<file path="src/rtl/conv2d_window_sequencer.sv">
`default_nettype none
// ============================================================================
// Module   : conv2d_window_sequencer
// Purpose  : Walks every (oh, ow, ci, kh, kw) point of a 2-D convolution and
//            offers one MAC operation per point over a valid/ready handshake,
//            with input/weight/output addresses and padding detection.
// Revision : 1.0 - initial release
// ============================================================================
module conv2d_window_sequencer #(
    parameter int IN_H     = 8,
    parameter int IN_W     = 12,
    parameter int CIN      = 3,
    parameter int KH       = 3,
    parameter int KW       = 5,
    parameter int STRIDE_H = 1,
    parameter int STRIDE_W = 2,
    parameter int PAD_H    = 1,
    parameter int PAD_W    = 2,
    parameter int DIL_H    = 1,
    parameter int DIL_W    = 1,
    parameter int AW       = 16
) (
    input  logic          clk,
    input  logic          rst,
    input  logic          start,
    input  logic          abort,
    output logic          busy,
    output logic          done,
    output logic          op_valid,
    input  logic          op_ready,
    output logic [AW-1:0] op_in_addr,
    output logic [AW-1:0] op_w_addr,
    output logic [AW-1:0] op_out_addr,
    output logic          op_pad,
    output logic          op_first,
    output logic          op_last
);

    // Output feature-map geometry
    localparam int OH = (IN_H + 2 * PAD_H - DIL_H * (KH - 1) - 1) / STRIDE_H + 1;
    localparam int OW = (IN_W + 2 * PAD_W - DIL_W * (KW - 1) - 1) / STRIDE_W + 1;

    // Loop counter widths (at least one bit even for a degenerate extent)
    localparam int c_OH_BW = (OH  > 1) ? $clog2(OH)  : 1;
    localparam int c_OW_BW = (OW  > 1) ? $clog2(OW)  : 1;
    localparam int c_CI_BW = (CIN > 1) ? $clog2(CIN) : 1;
    localparam int c_KH_BW = (KH  > 1) ? $clog2(KH)  : 1;
    localparam int c_KW_BW = (KW  > 1) ? $clog2(KW)  : 1;

    localparam logic [c_OH_BW-1:0] c_OH_LAST = c_OH_BW'(OH - 1);
    localparam logic [c_OW_BW-1:0] c_OW_LAST = c_OW_BW'(OW - 1);
    localparam logic [c_CI_BW-1:0] c_CI_LAST = c_CI_BW'(CIN - 1);
    localparam logic [c_KH_BW-1:0] c_KH_LAST = c_KH_BW'(KH - 1);
    localparam logic [c_KW_BW-1:0] c_KW_LAST = c_KW_BW'(KW - 1);

    // Signed coordinate arithmetic, two bits wider than an address so that
    // negative (top/left padding) and overflowing coordinates are exact.
    localparam int c_EW = AW + 2;
    typedef logic signed [c_EW-1:0] ext_t;

    localparam ext_t c_E_STRIDE_H = ext_t'(STRIDE_H);
    localparam ext_t c_E_STRIDE_W = ext_t'(STRIDE_W);
    localparam ext_t c_E_PAD_H    = ext_t'(PAD_H);
    localparam ext_t c_E_PAD_W    = ext_t'(PAD_W);
    localparam ext_t c_E_DIL_H    = ext_t'(DIL_H);
    localparam ext_t c_E_DIL_W    = ext_t'(DIL_W);
    localparam ext_t c_E_IN_H     = ext_t'(IN_H);
    localparam ext_t c_E_IN_W     = ext_t'(IN_W);

    // Address strides
    localparam logic [AW-1:0] c_A_PLANE = AW'(IN_H * IN_W);
    localparam logic [AW-1:0] c_A_IN_W  = AW'(IN_W);
    localparam logic [AW-1:0] c_A_KHKW  = AW'(KH * KW);
    localparam logic [AW-1:0] c_A_KW    = AW'(KW);
    localparam logic [AW-1:0] c_A_OW    = AW'(OW);

    typedef enum logic [1:0] {
        S_IDLE = 2'd0,
        S_RUN  = 2'd1,
        S_DONE = 2'd2
    } state_t;

    state_t r_state;
    state_t w_next_state;

    logic [c_OH_BW-1:0] r_oh;
    logic [c_OW_BW-1:0] r_ow;
    logic [c_CI_BW-1:0] r_ci;
    logic [c_KH_BW-1:0] r_kh;
    logic [c_KW_BW-1:0] r_kw;

    logic w_xfer;
    logic w_kw_end, w_kh_end, w_ci_end, w_ow_end, w_oh_end;
    logic w_pix_first, w_pix_end, w_pass_end;
    ext_t w_ih, w_iw;
    logic w_pad;

    assign w_xfer      = (r_state == S_RUN) && op_ready;
    assign w_kw_end    = (r_kw == c_KW_LAST);
    assign w_kh_end    = (r_kh == c_KH_LAST);
    assign w_ci_end    = (r_ci == c_CI_LAST);
    assign w_ow_end    = (r_ow == c_OW_LAST);
    assign w_oh_end    = (r_oh == c_OH_LAST);
    assign w_pix_first = (r_ci == '0) && (r_kh == '0) && (r_kw == '0);
    assign w_pix_end   = w_ci_end && w_kh_end && w_kw_end;
    assign w_pass_end  = w_pix_end && w_ow_end && w_oh_end;

    // Input-tensor coordinates of the current tap and padding detection
    assign w_ih  = ext_t'(r_oh) * c_E_STRIDE_H - c_E_PAD_H + ext_t'(r_kh) * c_E_DIL_H;
    assign w_iw  = ext_t'(r_ow) * c_E_STRIDE_W - c_E_PAD_W + ext_t'(r_kw) * c_E_DIL_W;
    assign w_pad = (w_ih < 0) || (w_ih >= c_E_IN_H) || (w_iw < 0) || (w_iw >= c_E_IN_W);

    // State register
    always_ff @(posedge clk or posedge rst) begin
        if (rst) begin
            r_state <= S_IDLE;
        end else begin
            r_state <= w_next_state;
        end
    end

    // Nested loop counters: advance one op per accepted transfer, held at zero outside RUN
    always_ff @(posedge clk or posedge rst) begin
        if (rst) begin
            r_oh <= '0;
            r_ow <= '0;
            r_ci <= '0;
            r_kh <= '0;
            r_kw <= '0;
        end else if (abort || (r_state != S_RUN)) begin
            r_oh <= '0;
            r_ow <= '0;
            r_ci <= '0;
            r_kh <= '0;
            r_kw <= '0;
        end else if (w_xfer) begin
            r_kw <= w_kw_end ? '0 : r_kw + 1'b1;
            if (w_kw_end) begin
                r_kh <= w_kh_end ? '0 : r_kh + 1'b1;
            end
            if (w_kw_end && w_kh_end) begin
                r_ci <= w_ci_end ? '0 : r_ci + 1'b1;
            end
            if (w_pix_end) begin
                r_ow <= w_ow_end ? '0 : r_ow + 1'b1;
            end
            if (w_pix_end && w_ow_end) begin
                r_oh <= w_oh_end ? '0 : r_oh + 1'b1;
            end
        end
    end

    // Next-state decode and all outputs; payload is forced to zero unless offered
    always_comb begin
        w_next_state = r_state;
        busy         = 1'b0;
        done         = 1'b0;
        op_valid     = 1'b0;
        op_in_addr   = '0;
        op_w_addr    = '0;
        op_out_addr  = '0;
        op_pad       = 1'b0;
        op_first     = 1'b0;
        op_last      = 1'b0;

        case (r_state)
            S_IDLE: begin
                if (start) begin
                    w_next_state = S_RUN;
                end
            end
            S_RUN: begin
                busy     = 1'b1;
                op_valid = 1'b1;
                if (w_xfer && w_pass_end) begin
                    w_next_state = S_DONE;
                end
            end
            S_DONE: begin
                busy         = 1'b1;
                done         = !abort;
                w_next_state = S_IDLE;
            end
            default: begin
                w_next_state = S_IDLE;
            end
        endcase

        // Cancel wins over everything, including a coincident start
        if (abort) begin
            w_next_state = S_IDLE;
        end

        if (op_valid) begin
            op_pad      = w_pad;
            op_in_addr  = w_pad ? '0 :
                          AW'(r_ci) * c_A_PLANE + w_ih[AW-1:0] * c_A_IN_W + w_iw[AW-1:0];
            op_w_addr   = AW'(r_ci) * c_A_KHKW + AW'(r_kh) * c_A_KW + AW'(r_kw);
            op_out_addr = AW'(r_oh) * c_A_OW + AW'(r_ow);
            op_first    = w_pix_first;
            op_last     = w_pix_end;
        end
    end

endmodule
`default_nettype wire

</file>
<file path="config.mk">
export PLATFORM = sky130hd
export DESIGN_NAME = conv2d_window_sequencer
export DESIGN_NICKNAME = d
export VERILOG_FILES = /design/src/rtl/conv2d_window_sequencer.sv
export SDC_FILE = /design/constraint.sdc
export NUM_CORES = 1
export LEC_CHECK = 0
export CELL_PAD_IN_SITES_DETAIL_PLACEMENT = 1
export CELL_PAD_IN_SITES_GLOBAL_PLACEMENT = 2
export CORE_MARGIN = 3
export CORE_UTILIZATION = 30
export CTS_CLUSTER_DIAMETER = 200
export DETAILED_ROUTE_END_ITERATION = 12
export MAX_ROUTING_LAYER = met4
export PLACE_DENSITY = 0.87
export SYNTH_ARGS = -nofsm -noshare
export SYNTH_HDL_FRONTEND = slang
export SYNTH_SLANG_ARGS = --single-unit
</file>
<file path="constraint.sdc">
create_clock -name clk -period 12.9 [get_ports clk]
set_input_delay 2.58 -clock clk [delete_from_list [all_inputs] [get_ports clk]]
set_output_delay 2.58 -clock clk [all_outputs]
set_load 0.02 [all_outputs]
</file>
==> impl_metrics.ini <==
[final_layout]
diodes = 0
drive_gt1_frac = 0.0325
area.growth.synth_to_final_pct = 17.0
stdcell_count = 477
num-nets-final = 447

[clock_network]
cts_resized = 0
cts_setup_buffers = 0
clkTransAtPathRegs_ns = 0.06
cts.sinks = 15
cts-htree-levels = 1
cts_buffers = 3
clockBufferDepth = 2
cts_root_buf = clkbuf_8
cts_tree = done
insertion_delay_ns = 0.25
ctsHoldBuffers = 0

[power]
leakage_uw = 0.00152
powerDensity_nw_per_um2 = 37.0
peakVddDrop_mv = 0.0337
clockPowerShare = 0.325
p_switching_uw = 40.2
p_int_uw = 80.4
p_seq_frac = 0.402
swShare = 0.333
combinationalPowerShare = 0.272

[floorplan]
io_pins = 59
design.core.area_um2 = 8890
die_w_um = 102
die_area_um2 = 10500
die_h_um = 102
start_util = 0.314
rows = 34

[detailed_routing]
initialDrtViolationCount = 31
drc = 0
num_vias = 2276
drt-wirelength-per-cell_um = 13.4
ant_nets = 0
drt-pass1-iter-count = 4
totalWireLength_mm = 6.40
viasPerCell = 4.77

[sta]
max_freq_mhz = 126
setup-tns-final_ns = 0
final-max-slew-violation-count = 0
fin_ws_ns = 4.94
fin_crit_ns = 7.96
tightest_slew_ns = 0.955
final.period_utilization = 0.617
fin_worst_skew_ns = 0.00437
rsz0062_at_grt = false
relSlewSlack = 0.357
setup_violations = 0
fin_hold_ws_ns = 0.583
hold_viol_final = 0

[logic_synthesis]
ys_ff_latch = 15
synthAdderAreaFrac = 0.370
avgSynthCellArea_um2 = 8.42
synth_top_family_by_area = adder cells
ys_top_cells_by_count = 56 x ha_1, 49 x inv_1, 20 x nor2_1
synth-main-ff-cell = dfrtp_1
synth-xor-area-share = 0.0534
synth.most_common_cell = ha_1
synth_compound_area_frac = 0.121
post_synth_instance_area_um2 = 2790
yosysSeqAreaShare = 0.135
synthCells = 331
yosysTopAreaCell = ha_1
yosys.cell_types.count = 46
synth_area_leaders = ha_1 25%, dfrtp_1 13%, fa_1 11%
synth_edf_count = 0
ys_async_sr_fraction = 1.00
synth_top_area_share = 0.251
ys_warn_count = 0
muxShareOfSynthArea = 0.0148
yosys.area_share.simple = 0.177

[grt]
grt_pass1_wl_mm = 11.1
antenna_found_initial = 0
grt_max_degree = 23
track_usage = 0.134
first_global_vias = 2399
grt_overflow = 0

[worst_setup_path]
endpoint_kind = output pin
startpoint_type = register
arrival_ns = 5.38
critPathKind = register to output pin
required_ns = 10.32
path_max_fanout = 6
reg2reg_slack_ns = 10.56

[flow_run]
maxCapViolations = 0

[placed_design]
dp_hpwl_mm = 5.45
portBuffers = 40
gp_congestion = 0.791
place_inst = 473
pre_cts_ws_ns = 5.12

[worst_hold_path]
min-delay-path-class = register to register

[status]
outcome = finished clean
[state kept, by name, indices dropped and copies added (netlist names)]
name and flops:
r_kh 2, r_ow 3, r_oh 3, r_state 2, r_kw 3, r_ci 2
[critical path: stages (launching register included)]
cell and delay, ns:
dfrtp_1 0.43, inv_1 0.12, ha_1 0.34, fa_1 0.44, o21ai_0 0.78, ha_1 0.40, o211ai_1 0.10, o221ai_1 0.16
fa_1 0.48, ha_1 0.36, o21a_1 0.12, o31a_1 0.13, o21a_1 0.18, or3_1 0.32, a21oi_2 0.13, clkdlybuf4s50_1 0.62
[final timing paths]
kind / startpoint / endpoint / depth (start not counted)
setup / recovery: r_oh[1] / op_in_addr[9] / 15
hold / removal: r_state[0] / r_state[0] / 2
setup reg to reg: r_ci[0] / r_oh[1] / 7
hold reg to reg: r_state[0] / r_state[0] / 2
max in group asynchronous: rst / r_ow[0] / 2
min in group asynchronous: rst / r_ow[1] / 2
[power groups by stage]
| stage | logic [uW] | registers [uW] | clock network [uW] |
|---|---|---|---|
| floorplan | 26.8 | 49.2 | 0 |
| global placement | 32.7 | 49.3 | 0 |
| detailed placement | 33.3 | 49.4 | 0 |
| CTS | 33.3 | 48.5 | 40.9 |
| global route | 36.7 | 48.6 | 43.1 |
| finish | 32.8 | 48.5 | 39.2 |
[final cells by class]
class | count | area, um2
repair buffers | 40 | 400
flip-flops and latches | 15 | 375
inverters | 49 | 184
multi-input cells | 261 | 2120
clock buffers | 3 | 41.3
clock inverters | 1 | 5.00
fillers | 1088 | 5630
well taps | 108 | 135
[cells in the final DEF (no fill, tap or decap), drive strengths merged, types with 8 or more instances in the layout]
| cell type | count |
|---|---|
| nand3 | 8 |
| o21ai | 10 |
| and2 | 11 |
| nor2 | 21 |
| clkdlybuf4s50 | 40 |
| nor3 | 13 |
| conb | 18 |
| fa | 16 |
| ha | 56 |
| a21oi | 23 |
| inv | 49 |
| xnor2 | 10 |
| nand2 | 18 |
| dfrtp | 15 |
[layer usage]
metal  share of wire  vias to the layer above  GRT usage
met3           0.025                        2     0.0143
met4         0.00063                        0    0.00908
met2            0.53                       37      0.251
met1            0.44                     1105      0.160
met5               0                        -          -
li1                -                     1132          -
[per-stage QoR]
| step | power [uW] | instance area [um2] | util |
|---|---|---|---|
| after floorplan | 76.0 | 2850 | - |
| after global placement | 82.0 | 3210 | 0.362 |
| after detailed placement | 82.7 | 3210 | 0.362 |
| after global routing | 128 | 3260 | 0.367 |
| final | 121 | 3260 | 0.367 |
| after CTS | 123 | 3260 | 0.367 |
[logic make-up (layout without fill, tap and decap cells)]
| group | count (synthesis) | count (layout) |
|---|---|---|
| fa+ha+maj | 73 | 73 |
| buf+inv | 72 | 93 |
| simple gates | 95 | 95 |
| compound gates | 54 | 54 |
| xor+xnor | 17 | 17 |
| flops | 15 | 15 |
| mux | 4 | 4 |
| other cells | 1 | 18 |
Power figures use the tool's default switching activity.
